File: src/rtl/pixel_event_arbiter.sv
// Purpose: two-level (row, then column) round-robin arbiter for a ROWS x COLS event-pixel array.
// Latency: a request seen in IDLE at cycle N gives evt_valid_o at N+3; burst events follow every 2 cycles.
// Backpressure: the event is held stable until evt_ready_i; the grant pulses only in the accept cycle.
module pixel_event_arbiter #(
  parameter int ROWS      = 16,
  parameter int COLS      = 16,
  parameter int XW        = $clog2(ROWS),
  parameter int YW        = $clog2(COLS),
  parameter int TS_W      = 16,
  parameter bit ROW_BURST = 1'b1
) (
  input  logic                       clk,
  input  logic                       rst_n,
  input  logic                       enable_i,
  input  logic [ROWS-1:0][COLS-1:0]  req_i,
  input  logic [ROWS-1:0][COLS-1:0]  pol_i,
  input  logic                       evt_ready_i,
  output logic                       evt_valid_o,
  output logic [XW-1:0]              evt_x_o,
  output logic [YW-1:0]              evt_y_o,
  output logic                       evt_pol_o,
  output logic [TS_W-1:0]            evt_ts_o,
  output logic [ROWS-1:0][COLS-1:0]  gnt_o,
  output logic                       grp_release_o,
  output logic                       active_o,
  output logic                       req_o
);

  typedef enum logic [1:0] {IDLE, ROW_ARB, COL_ARB, OUT} state_t;

  state_t          state_q, state_d;
  logic [XW-1:0]   row_ptr, row_q, row_pick;
  logic [YW-1:0]   col_ptr, col_pick;
  logic [COLS-1:0] col_mask, eff, mask_left;
  logic [ROWS-1:0] row_any;
  logic [TS_W-1:0] ts_q;
  logic            row_found, col_found, accept, burst_cont;

  // Wrapping increments keep indices inside 0..ROWS-1 / 0..COLS-1 for any size.
  function automatic logic [XW-1:0] row_inc(input logic [XW-1:0] r);
    return (r == XW'(ROWS-1)) ? '0 : r + 1'b1;
  endfunction

  function automatic logic [YW-1:0] col_inc(input logic [YW-1:0] c);
    return (c == YW'(COLS-1)) ? '0 : c + 1'b1;
  endfunction

  assign req_o    = |req_i;
  assign active_o = (state_q != IDLE);

  // Per-row pending flags for the row-level arbiter.
  always_comb begin
    row_any = '0;
    for (int r = 0; r < ROWS; r++) begin
      row_any[r] = |req_i[r];
    end
  end

  // Row round-robin: first pending row at or after row_ptr, wrapping.
  always_comb begin
    int ridx;
    ridx      = 0;
    row_found = 1'b0;
    row_pick  = '0;
    for (int k = 0; k < ROWS; k++) begin
      ridx = int'(row_ptr) + k;
      if (ridx >= ROWS) ridx = ridx - ROWS;
      if (!row_found && row_any[XW'(ridx)]) begin
        row_found = 1'b1;
        row_pick  = XW'(ridx);
      end
    end
  end

  // Column round-robin over the latched mask, dropping pixels that withdrew.
  always_comb begin
    int cidx;
    cidx      = 0;
    col_found = 1'b0;
    col_pick  = '0;
    eff       = col_mask & req_i[row_q];
    for (int k = 0; k < COLS; k++) begin
      cidx = int'(col_ptr) + k;
      if (cidx >= COLS) cidx = cidx - COLS;
      if (!col_found && eff[YW'(cidx)]) begin
        col_found = 1'b1;
        col_pick  = YW'(cidx);
      end
    end
  end

  // Next state plus the accept-cycle grant and group-release pulses.
  always_comb begin
    state_d       = state_q;
    accept        = (state_q == OUT) && evt_valid_o && evt_ready_i;
    mask_left     = col_mask & ~(COLS'(1) << evt_y_o);
    burst_cont    = ROW_BURST && (|mask_left) && enable_i;
    grp_release_o = 1'b0;
    gnt_o         = '0;
    unique case (state_q)
      IDLE: begin
        if (enable_i && req_o) state_d = ROW_ARB;
      end
      ROW_ARB: begin
        if (enable_i && row_found) state_d = COL_ARB;
        else                       state_d = IDLE;
      end
      COL_ARB: begin
        if (!enable_i) begin
          state_d = IDLE;
        end else if (col_found) begin
          state_d = OUT;
        end else begin
          state_d       = ROW_ARB;
          grp_release_o = 1'b1;
        end
      end
      OUT: begin
        if (accept) begin
          gnt_o[evt_x_o][evt_y_o] = 1'b1;
          if (burst_cont) begin
            state_d = COL_ARB;
          end else begin
            grp_release_o = 1'b1;
            state_d       = (enable_i && req_o) ? ROW_ARB : IDLE;
          end
        end
      end
      default: state_d = IDLE;
    endcase
  end

  // State register.
  always_ff @(posedge clk or negedge rst_n) begin
    if (!rst_n) state_q <= IDLE;
    else        state_q <= state_d;
  end

  // Free-running timestamp, independent of enable_i.
  always_ff @(posedge clk or negedge rst_n) begin
    if (!rst_n) ts_q <= '0;
    else        ts_q <= ts_q + 1'b1;
  end

  // Pointers, latched row/mask and the held event registers.
  always_ff @(posedge clk or negedge rst_n) begin
    if (!rst_n) begin
      row_ptr     <= '0;
      col_ptr     <= '0;
      row_q       <= '0;
      col_mask    <= '0;
      evt_valid_o <= 1'b0;
      evt_x_o     <= '0;
      evt_y_o     <= '0;
      evt_pol_o   <= 1'b0;
      evt_ts_o    <= '0;
    end else begin
      unique case (state_q)
        ROW_ARB: begin
          if (enable_i && row_found) begin
            row_q    <= row_pick;
            col_mask <= req_i[row_pick];
          end
        end
        COL_ARB: begin
          if (enable_i) begin
            if (col_found) begin
              evt_x_o     <= row_q;
              evt_y_o     <= col_pick;
              evt_pol_o   <= pol_i[row_q][col_pick];
              evt_ts_o    <= ts_q;
              evt_valid_o <= 1'b1;
            end else begin
              row_ptr <= row_inc(row_q);
            end
          end
        end
        OUT: begin
          if (accept) begin
            evt_valid_o <= 1'b0;
            col_mask    <= mask_left;
            if (burst_cont) begin
              col_ptr <= col_inc(evt_y_o);
            end else begin
              row_ptr <= row_inc(evt_x_o);
              col_ptr <= '0;
            end
          end
        end
        default: ;
      endcase
    end
  end

endmodule

File: config.mk
export PLATFORM = sky130hd
export DESIGN_NAME = pixel_event_arbiter
export DESIGN_NICKNAME = d
export VERILOG_FILES = /design/src/rtl/pixel_event_arbiter.sv
export SDC_FILE = /design/constraint.sdc
export NUM_CORES = 1
export LEC_CHECK = 0
export ABC_CLOCK_PERIOD_IN_PS = 7200
export CORE_AREA = 2 2 310 312
export CTS_CLUSTER_SIZE = 8
export DETAILED_ROUTE_END_ITERATION = 6
export DIE_AREA = 0 0 312 314
export PLACE_DENSITY = 0.38
export SKIP_LAST_GASP = 1
export SYNTH_ARGS = -nofsm -noshare
export SYNTH_HDL_FRONTEND = slang
export SYNTH_SLANG_ARGS = --single-unit
File: constraint.sdc
create_clock -name clk -period 7.2 [get_ports clk]
set_input_delay 1.44 -clock clk [delete_from_list [all_inputs] [get_ports clk]]
set_output_delay 1.44 -clock clk [all_outputs]
set_load 0.005 [all_outputs]
==> out/summary.txt <==
Tot GR Track Use = 0.253
Post-Synthesis Cells = 2,089
Post-synth cell types = 86
Post-Synthesis Cell Area = 0.0167 mm^2
Worst path most repeated cell = or4_4
CP Capture Type = output pin
Tcrit/Tclk final = 0.984
Die W = 312 um
Area Growth Syn to Fin = 73.3%
Final setup fails = 0
Largest net degree at the start of global routing = 48
Vias = 22,700
Hold Slack = 0.479 ns
Cell Chain, Critical Path = clkdlybuf4s50_1, mux4_2, and4_1, a41o_1, buf_4, or4_4, a31oi_4, nor3_2, a211o_1, or4_4, nor4_4, nand3_1, o31a_1, inv_1, dlygate4sd2_1
CTS buffer count = 9
Worst EP required = 5.76 ns
Clock share of power = 0.041
Crit path time final = 7.08 ns
Effective utilization at floorplan = 0.176
Vias/cell = 5.18
CP Launch Type = input port
Peak supply drop = 0.231 mV
Buf/Inv on CP = 4
Sink Count = 72
Clock-pin slew on the worst setup and hold paths = 0.06 ns
Most used DFF post-synth = dfrtp_1
Drt initial violations = 2,087
Sequential-to-total area share from yosys stat = 0.108
Setup_tns = 0 ns
Ranking of synthesized cells by area = mux4_2 (17%), mux2i_1 (16%), dfrtp_1 (11%)
Critical path type = in2out
Root buffer cell = clkbuf_16
Placed instance area = 0.0285 mm^2
Leakage = 0.0108 uW
CORE AREA = 0.0944 mm^2
Top Ports = 801
Post-layout util = 0.306
HPWL after DPL = 110 mm
Crit-path max cell delay = 0.54 ns
Row cnt = 113
Post-Place Setup Slack = -0.456 ns
Critical-path maximum fanout = 5
PD cells = 402 mW/mm^2
Worst setup startpoint = req_i[106]
NumNets Final = 3,662
RSZ-0062 raised after global routing = true
FF+latch count, synth = 72
Design Area, Final = 0.0289 mm^2
Slew Viols, Final = 0
Worst hold path startpoint = ts_q[0]$_DFF_PN0_
Headroom to the max-slew limit = 0.238
# DRC = 1
CTS tree = done
Later-pin clock latency in the skew report = 0.37 ns
Switching fraction of total power = 0.553
Failing checks = design-rule violations
Clock Tree Buf Depth = 2
Fraction of layout cells with a size suffix above 1 = 0.203
Hold Crit Class = reg2reg
FFs w/ async S/R, synth = 1.00
Status = finished, violations left
H-tree levels = 3
Fin. Hold Viols = 0
Most frequent cells in the layout = clkdlybuf4s50_1 (794), nor2_1 (363), buf_4 (361)
Die height = 314 um
Slowest cell on the critical path = or4_4
Ys Warns = 0
R2r worst-path depth = 22
FILL cells = 10,100
Tightest Pin Transition = 1.14 ns
EDFF count, synth = 0
TritonRoute pass-1 iters = 7
Crit path capture = grp_release_o
Worst path arrival time = 5.64 ns
Logic gate share of total power = 0.890
First-pass GRT wire length = 179 mm
PortBufs = 800
Global route overflow = 0
Fmax = 141 MHz
RePlAce Congestion = 0.992
Max Cap Violations = 0
DRT antenna net count = 0
CP top delay family = simple AND/OR/NAND/NOR gates
Max Clock Skew = 0.0118 ns
NetSw = 6410 uW
Vias in the first global route = 23,200
RR Startpoint = row_q[0]$_DFFE_PN0P_
Worst R2R Setup Slack = 1.01 ns
Commonest non-fill, non-tap cell in the layout = clkdlybuf4s50_1
Post-synth top area cell = mux4_2
WL final = 130 mm
Crit path depth = 15
Die area = 0.0980 mm^2
R2R Path End = evt_pol_o$_DFFE_PN0P_
Worst setup margin = 0.115 ns
Mapped Nets = 2,631
Pint = 5180 uW
Syn Area/Cell = 7.97 um^2
Antenna violations before repair = 10
Sequential Power Share = 0.069
Drt wl/cell = 29.7 um
Post-synth top area share = 0.172
[worst min path at each step]
stage | end | cells after the start
2_1_floorplan | ts_q[0]$_DFF_PN0_ | 1
3_3_place_gp | ts_q[0]$_DFF_PN0_ | 1
3_5_place_dp | ts_q[15]$_DFF_PN0_ | 1
4_1_cts | ts_q[0]$_DFF_PN0_ | 1
5_1_grt | ts_q[15]$_DFF_PN0_ | 1
6_report | ts_q[0]$_DFF_PN0_ | 1
[metal layers]
metal / global-route usage / share of wire / vias up / wire length [um]
met1: 0.316 / 0.41 / 11400 / 53400
met4: 0.0755 / 0.032 / 12 / 4170
li1: - / - / 10100 / -
met3: 0.0462 / 0.071 / 135 / 9200
met5: 0.00338 / 0.00076 / - / 99
met2: 0.442 / 0.49 / 1188 / 63500
[area by class of cell]
type / count / area, um^2 / share of cell area
multi-input cells: 1826 / 14000 / 0.486
repair buffers: 1175 / 11000 / 0.381
flip-flops and latches: 72 / 1810 / 0.0627
well taps: 1265 / 1580 / 0.0548
clock buffers: 9 / 225 / 0.00780
inverters: 36 / 135 / 0.00468
clock inverters: 7 / 68.8 / 0.00238
diodes: 3 / 7.51 / 0.000260
[sequential cells by signal (all words and copies together), names as in the netlist]
register and count:
row_ptr 4, state_q 2, ts_q 16, col_mask 16, evt_ts_o 16, evt_x_o 4, evt_valid_o 1, evt_pol_o 1
evt_y_o 4, col_ptr 4, row_q 4
[through the flow]
step / power (uW) / std cells
2_1_floorplan: 6400 / 2089
3_3_place_gp: 11000 / 4371
3_5_place_dp: 10900 / 4371
4_1_cts: 11500 / 4390
5_1_grt: 12200 / 4392
6_report: 11600 / 4393
[power groups by stage]
stage / logic (uW) / registers [uW] / clock network, uW
final: 10300 / 804 / 473
after floorplan: 5760 / 637 / 0
after global placement: 10200 / 806 / 0
after global routing: 10900 / 821 / 499
after detailed placement: 10100 / 807 / 0
after CTS: 10200 / 799 / 488
[cell usage after synthesis (17+ instances only)]
cell type,number
inv_1,31
nor4_1,74
o22ai_1,17
nor3_1,26
ha_1,26
dfrtp_1,72
mux2_2,78
and2_1,24
nand3_1,111
a21oi_1,100
a22oi_1,48
nor2_1,363
mux2i_1,262
nand2b_1,21
nand2_1,178
clkbuf_1,87
a221oi_1,18
xnor2_1,29
buf_2,25
mux4_2,127
o21ai_0,55
nand4_1,38
[timing repair]
item | CTS | global route
buffers inserted | 3 | 0
endpoints found under the setup margin | 1 | 7
hold buffers | 0 | 0
gates resized for setup | 6 | 6
pin swaps | 7 | 0
[logic make-up (layout without fill, tap and decap cells)]
kind of cell	count (synthesis)	in the layout	synth area share
compound gates	381	381	0.157
buf+inv	191	1227	0.0535
mux	469	469	0.383
other cells	0	3	0
simple gates	906	906	0.255
fa+ha+maj	26	26	0.0195
flops	72	72	0.108
xor+xnor	44	44	0.0231
No activity file was read; power rests on OpenSTA's default activity.
